File: src/rtl/sprite_rect_draw.sv
// Rectangle sprite plotter: erases the previous rectangle to the background
// colour, then draws the new one, emitting one pixel per clock for a VGA write port.
module sprite_rect_draw #(
    parameter int XW        = 8,
    parameter int YW        = 7,
    parameter int CW        = 3,
    parameter int SPR_W     = 4,
    parameter int SPR_H     = 4,
    parameter int SCREEN_W  = 160,
    parameter int SCREEN_H  = 120,
    parameter int BG_COLOUR = 0,
    parameter int ERASE_EN  = 1
) (
    input  logic          clk,
    input  logic          resetn,
    input  logic          go,
    input  logic          erase_only,
    input  logic [XW-1:0] x_in,
    input  logic [YW-1:0] y_in,
    input  logic [CW-1:0] colour_in,
    output logic          busy,
    output logic          done,
    output logic [XW-1:0] x,
    output logic [YW-1:0] y,
    output logic [CW-1:0] colour,
    output logic          plot
);

    localparam int CXW = (SPR_W > 1) ? $clog2(SPR_W) : 1;
    localparam int CYW = (SPR_H > 1) ? $clog2(SPR_H) : 1;
    localparam logic [XW:0]    SW    = (XW+1)'(SCREEN_W);
    localparam logic [YW:0]    SH    = (YW+1)'(SCREEN_H);
    localparam logic [CXW-1:0] CXMAX = CXW'(SPR_W - 1);
    localparam logic [CYW-1:0] CYMAX = CYW'(SPR_H - 1);
    localparam logic [CW-1:0]  BG    = CW'(BG_COLOUR);

    typedef enum logic [1:0] {IDLE, ERASE, DRAW, DONE} state_t;

    state_t         r_st, w_st_n;
    logic [CXW-1:0] r_cx, w_cx_n;
    logic [CYW-1:0] r_cy, w_cy_n;
    logic [XW-1:0]  r_lx, r_prev_x, r_x;
    logic [YW-1:0]  r_ly, r_prev_y, r_y;
    logic [CW-1:0]  r_lc, r_col;
    logic           r_eo, r_prev_valid;
    logic           r_plot, r_busy, r_done;

    logic           w_accept, w_last, w_on, w_in;
    logic [XW-1:0]  w_ox;
    logic [YW-1:0]  w_oy;
    logic [CW-1:0]  w_col;
    logic [XW:0]    w_sx;
    logic [YW:0]    w_sy;

    // Counters always hold the index of the pixel being presented this cycle,
    // so the next-state values drive the output registers directly.
    always_comb begin
        w_st_n   = r_st;
        w_cx_n   = r_cx;
        w_cy_n   = r_cy;
        w_accept = 1'b0;
        w_last   = (r_cx == CXMAX) && (r_cy == CYMAX);
        case (r_st)
            IDLE, DONE: begin
                w_st_n = IDLE;
                w_cx_n = '0;
                w_cy_n = '0;
                if (go) begin
                    w_accept = 1'b1;
                    if (((ERASE_EN != 0) || erase_only) && r_prev_valid)
                        w_st_n = ERASE;
                    else if (erase_only)
                        w_st_n = DONE;
                    else
                        w_st_n = DRAW;
                end
            end
            ERASE, DRAW: begin
                if (w_last) begin
                    w_cx_n = '0;
                    w_cy_n = '0;
                    w_st_n = (r_st == DRAW || r_eo) ? DONE : DRAW;
                end else if (r_cx == CXMAX) begin
                    w_cx_n = '0;
                    w_cy_n = r_cy + 1'b1;
                end else begin
                    w_cx_n = r_cx + 1'b1;
                end
            end
            default: w_st_n = IDLE;
        endcase
    end

    // Origin and colour of the pixel about to be registered; on acceptance the
    // latched command is not yet visible, so take it straight from the inputs.
    always_comb begin
        if (w_st_n == ERASE) begin
            w_ox  = r_prev_x;
            w_oy  = r_prev_y;
            w_col = BG;
        end else if (w_accept) begin
            w_ox  = x_in;
            w_oy  = y_in;
            w_col = colour_in;
        end else begin
            w_ox  = r_lx;
            w_oy  = r_ly;
            w_col = r_lc;
        end
        w_sx = {1'b0, w_ox} + (XW+1)'(w_cx_n);
        w_sy = {1'b0, w_oy} + (YW+1)'(w_cy_n);
        w_on = (w_st_n == ERASE) || (w_st_n == DRAW);
        w_in = (w_sx < SW) && (w_sy < SH);
    end

    always_ff @(posedge clk or negedge resetn) begin
        if (!resetn) begin
            r_st         <= IDLE;
            r_cx         <= '0;
            r_cy         <= '0;
            r_lx         <= '0;
            r_ly         <= '0;
            r_lc         <= '0;
            r_eo         <= 1'b0;
            r_prev_x     <= '0;
            r_prev_y     <= '0;
            r_prev_valid <= 1'b0;
            r_x          <= '0;
            r_y          <= '0;
            r_col        <= '0;
            r_plot       <= 1'b0;
            r_busy       <= 1'b0;
            r_done       <= 1'b0;
        end else begin
            r_st <= w_st_n;
            r_cx <= w_cx_n;
            r_cy <= w_cy_n;
            if (w_accept) begin
                r_lx <= x_in;
                r_ly <= y_in;
                r_lc <= colour_in;
                r_eo <= erase_only;
            end
            if (r_st == DRAW && w_last) begin
                r_prev_x     <= r_lx;
                r_prev_y     <= r_ly;
                r_prev_valid <= 1'b1;
            end else if (r_st == ERASE && w_last && r_eo) begin
                r_prev_valid <= 1'b0;
            end
            r_plot <= w_on && w_in;
            r_busy <= w_on;
            r_done <= (w_st_n == DONE);
            if (w_on) begin
                r_x   <= w_sx[XW-1:0];
                r_y   <= w_sy[YW-1:0];
                r_col <= w_col;
            end
        end
    end

    assign busy   = r_busy;
    assign done   = r_done;
    assign x      = r_x;
    assign y      = r_y;
    assign colour = r_col;
    assign plot   = r_plot;

endmodule

File: config.mk
export PLATFORM = sky130hd
export DESIGN_NAME = sprite_rect_draw
export DESIGN_NICKNAME = d
export VERILOG_FILES = /design/src/rtl/sprite_rect_draw.sv
export SDC_FILE = /design/constraint.sdc
export NUM_CORES = 1
export LEC_CHECK = 0
export BUFFER_PORTS_ARGS = -buffer_cell sky130_fd_sc_hd__buf_2
export CAP_MARGIN = 10
export CORE_MARGIN = 1
export CORE_UTILIZATION = 62
export DETAILED_ROUTE_END_ITERATION = 7
export GPL_TIMING_DRIVEN = 0
export PLACE_DENSITY = 0.91
export SLEW_MARGIN = 10
export SYNTH_ARGS = -nofsm -noshare
export SYNTH_HDL_FRONTEND = slang
export SYNTH_SLANG_ARGS = --single-unit
File: constraint.sdc
create_clock -name clk -period 9.1 [get_ports clk]
set_input_delay 0.455 -clock clk [delete_from_list [all_inputs] [get_ports clk]]
set_output_delay 0.455 -clock clk [all_outputs]
set_load 0.01 [all_outputs]
==> flow_summary.yaml <==
final_layout:
  fillCellCount: 370
  drive_gt1_frac: 0.370
  area_growth_pct: 15.4
  final_core_util: 0.741
  fin_cells: 394
  antenna-diode-count: 0
  finalNetCount: 353
timing:
  worst_pin_slew_ns: 0.770
  slew_headroom: 0.487
  hold_viol_final: 0
  period_minus_slack_ns: 4.54
  setup_viol: 0
  fin_skew_ns: 0.0137
  tns_ns: 0
  hold-worst-slack_ns: 0.184
  drv_slew: 0
  rsz0062_at_grt: "no"
  finalCritPeriodShare: 0.499
  fmax_mhz: 220
clock_network:
  cts-htree-levels: 3
  tritoncts: "yes"
  clock-sinks: 62
  path_clk_slew_ns: 0.07
  cts_root_buf: "clkbuf_8"
  cts_buffers: 9
  cts_setup_buffers: 0
  clockBufferDepth: 2
  ctsHoldBuffers: 0
  clk_latency_ns: 0.35
  cts_resized: 0
grt:
  grt_use_met3: 0.0908
  use_met2: 0.429
  track_usage: 0.275
  gr-total-overflow: 0
  grt_start_max_net_pins: 63
  grt_pass1_wl_mm: 11.0
  grt_antenna_before_repair: 0
  grt-busiest-layer: "met2"
  grt_pass1_vias: 2311
  met1_usage: 0.351
floorplan:
  rows: 26
  core_area_um2: 5070
  pin_count: 43
  initial_utilization: 0.642
  design.die.area_um2: 5550
  die_height_um: 74.5
  fp.dieW_um: 74.5
pwr:
  pwr-share-seq: 0.347
  p_sw_mw: 0.424
  swShare: 0.368
  power_density_nw_per_um2: 307
  p_clk_frac: 0.215
  ir_worst_vdd_mv: 0.203
  intPower_mw: 0.728
  p_comb_frac: 0.438
  power_mw: 1.15
  p_leak_nw: 1.77
place:
  io_buffer_count: 42
  dp.cells: 378
  place_congestion: 0.875
  hpwl_mm: 4.66
route:
  dr.pass1.iters: 4
  final_antenna_net_count: 0
  vias: 2227
  routedWlPerCell_um: 16.7
  drtIter0Drc: 136
  wirelength_mm: 6.59
  vias_per_cell: 5.65
  remaining_drc_errors: 0
setup_path:
  start_kind: "flip-flop"
  cp.required_ns: 9.31
  crit_arrival_ns: 4.75
  cp-startpoint: "r_st[0]$_DFF_PN0_"
  crit_type: "flip-flop to flip-flop"
  r2r_start: "r_st[0]$_DFF_PN0_"
  path_max_fanout: 10
  crit_path_end_kind: "flip-flop"
min_path:
  worstHoldPathType: "input pin to asynchronous set/reset pin"
logic_synthesis:
  synth.distinct_cells: 47
  netlist_area_um2: 3260
  yosysWarnings: 0
  ys_ff_latch: 62
  yosysSeqAreaShare: 0.476
  syn_inst: 266
  synth_nets: 300
  syn_avg_cell_area_um2: 12.2
run_status:
  status: "completed"
flow_run:
  maxCapViolations: 0
-- synthesized netlist by cell type, drive strengths merged --
library cell	n	share of area
a2111oi	2	0.013
a211o	2	0.0054
a211oi	4	0.0092
a21o	1	0.0023
a21oi	4	0.0061
a221oi	6	0.035
a22o	3	0.0081
a31oi	1	0.0019
and2	3	0.0065
and2b	2	0.0046
and4b	4	0.012
buf	8	0.032
clkbuf	7	0.0081
dfrtp	62	0.48
fa	2	0.012
ha	10	0.038
inv	11	0.013
mux2	42	0.15
mux2i	3	0.0092
nand2	21	0.025
nand2b	2	0.0038
nand3	4	0.0077
nand3b	3	0.0069
nand4	2	0.0038
nand4bb	1	0.0035
nor2	14	0.016
nor2b	4	0.0077
nor3	2	0.0031
nor4	2	0.0084
nor4b	1	0.0027
o211ai	2	0.0061
o21a	1	0.0023
o21ai	16	0.025
or3b	1	0.0027
or4b	1	0.0031
xnor2	6	0.016
xor2	6	0.016
-- placed cells by master, fill, tap and decap left out, drive strengths merged, types with 2 or more instances in the layout --
cell and count:
nand2 21, nand4 2, a221oi 6, nor4 2, nor2b 4, clkbuf 19, inv 11, mux2i 3
a2111oi 2, a21oi 4, xnor2 6, clkinv 3, mux2 42, xor2 6, nand2b 2, and2b 2
o211ai 2, fa 2, o21ai 16, a211oi 4, nand3b 3, a211o 2, dfrtp 62, and4b 4
buf 50, and2 3, a22o 3, nor3 2, ha 10, nor2 14, nand3 4
-- cell type report --
type | count | area (um2) | area share
sequential | 62 | 1550 | 0.413
multi-input combinational | 178 | 1540 | 0.408
timing repair buffer | 42 | 213 | 0.0566
clock buffer | 12 | 155 | 0.0413
buffer | 15 | 130 | 0.0346
tap | 70 | 87.6 | 0.0233
clock inverter | 4 | 45.0 | 0.0120
inverter | 11 | 41.3 | 0.0110
-- flip-flops by register name (all words and copies together) (netlist names), 2 cells and up --
signal,flops
r_lx,8
r_prev_x,8
x,8
r_ly,7
r_prev_y,7
y,7
colour,3
r_lc,3
r_cx,2
r_cy,2
r_st,2
-- per-stage QoR --
stage	worst slack, ns	cell area (um2)
6_report	4.56	3760
5_1_grt	4.32	3760
4_1_cts	4.62	3760
3_5_place_dp	4.71	3560
3_3_place_gp	4.88	3560
2_1_floorplan	5.35	3260
-- final timing paths --
path | cells past startpoint | slack [ns] | endpoint
min reg2reg | 1 | 0.47 | r_cx[0]$_DFF_PN0_
max | 18 | 4.56 | plot$_DFF_PN0_
max reg2reg | 18 | 4.56 | plot$_DFF_PN0_
max in group asynchronous | 1 | 8.40 | r_eo$_DFFE_PN0N_
min in group clk | 2 | 0.35 | r_lx[3]$_DFF_PN0_
min | 1 | 0.18 | r_lc[2]$_DFF_PN0_
-- metal layers --
layer	wire (um)	up-vias
met1	2830	1098
met3	354	15
li1	-	1043
met5	0	-
met2	3240	71
met4	171	0
-- critical path: stages (launching register included) --
cell and delay [ns]:
dfrtp_1 0.37, inv_1 0.05, ha_1 0.29, buf_6 0.14
clkbuf_1 0.41, o21ai_0 0.31, ha_1 0.34, buf_6 0.17
buf_12 0.15, buf_12 0.15, mux2_2 0.22, ha_1 0.15
inv_1 0.06, fa_1 0.47, a2111oi_4 0.31, nand3_1 0.16
xnor2_1 0.18, a211oi_1 0.38, a2111oi_2 0.09
-- logic make-up after synthesis --
kind of cell	share of synthesized area
compound gates	0.114
simple gates	0.118
buf+inv	0.0526
fa+ha+maj	0.0507
mux	0.157
xor+xnor	0.0323
flops	0.476
-- power groups by stage --
stage	sequential [mW]	combinational [mW]	clock, mW
finish	0.400	0.505	0.248
global route	0.410	0.559	0.264
CTS	0.400	0.508	0.251
detailed placement	0.405	0.503	0
global placement	0.398	0.485	0
floorplan	0.414	0.359	0
(Power assumes the default switching activity.)
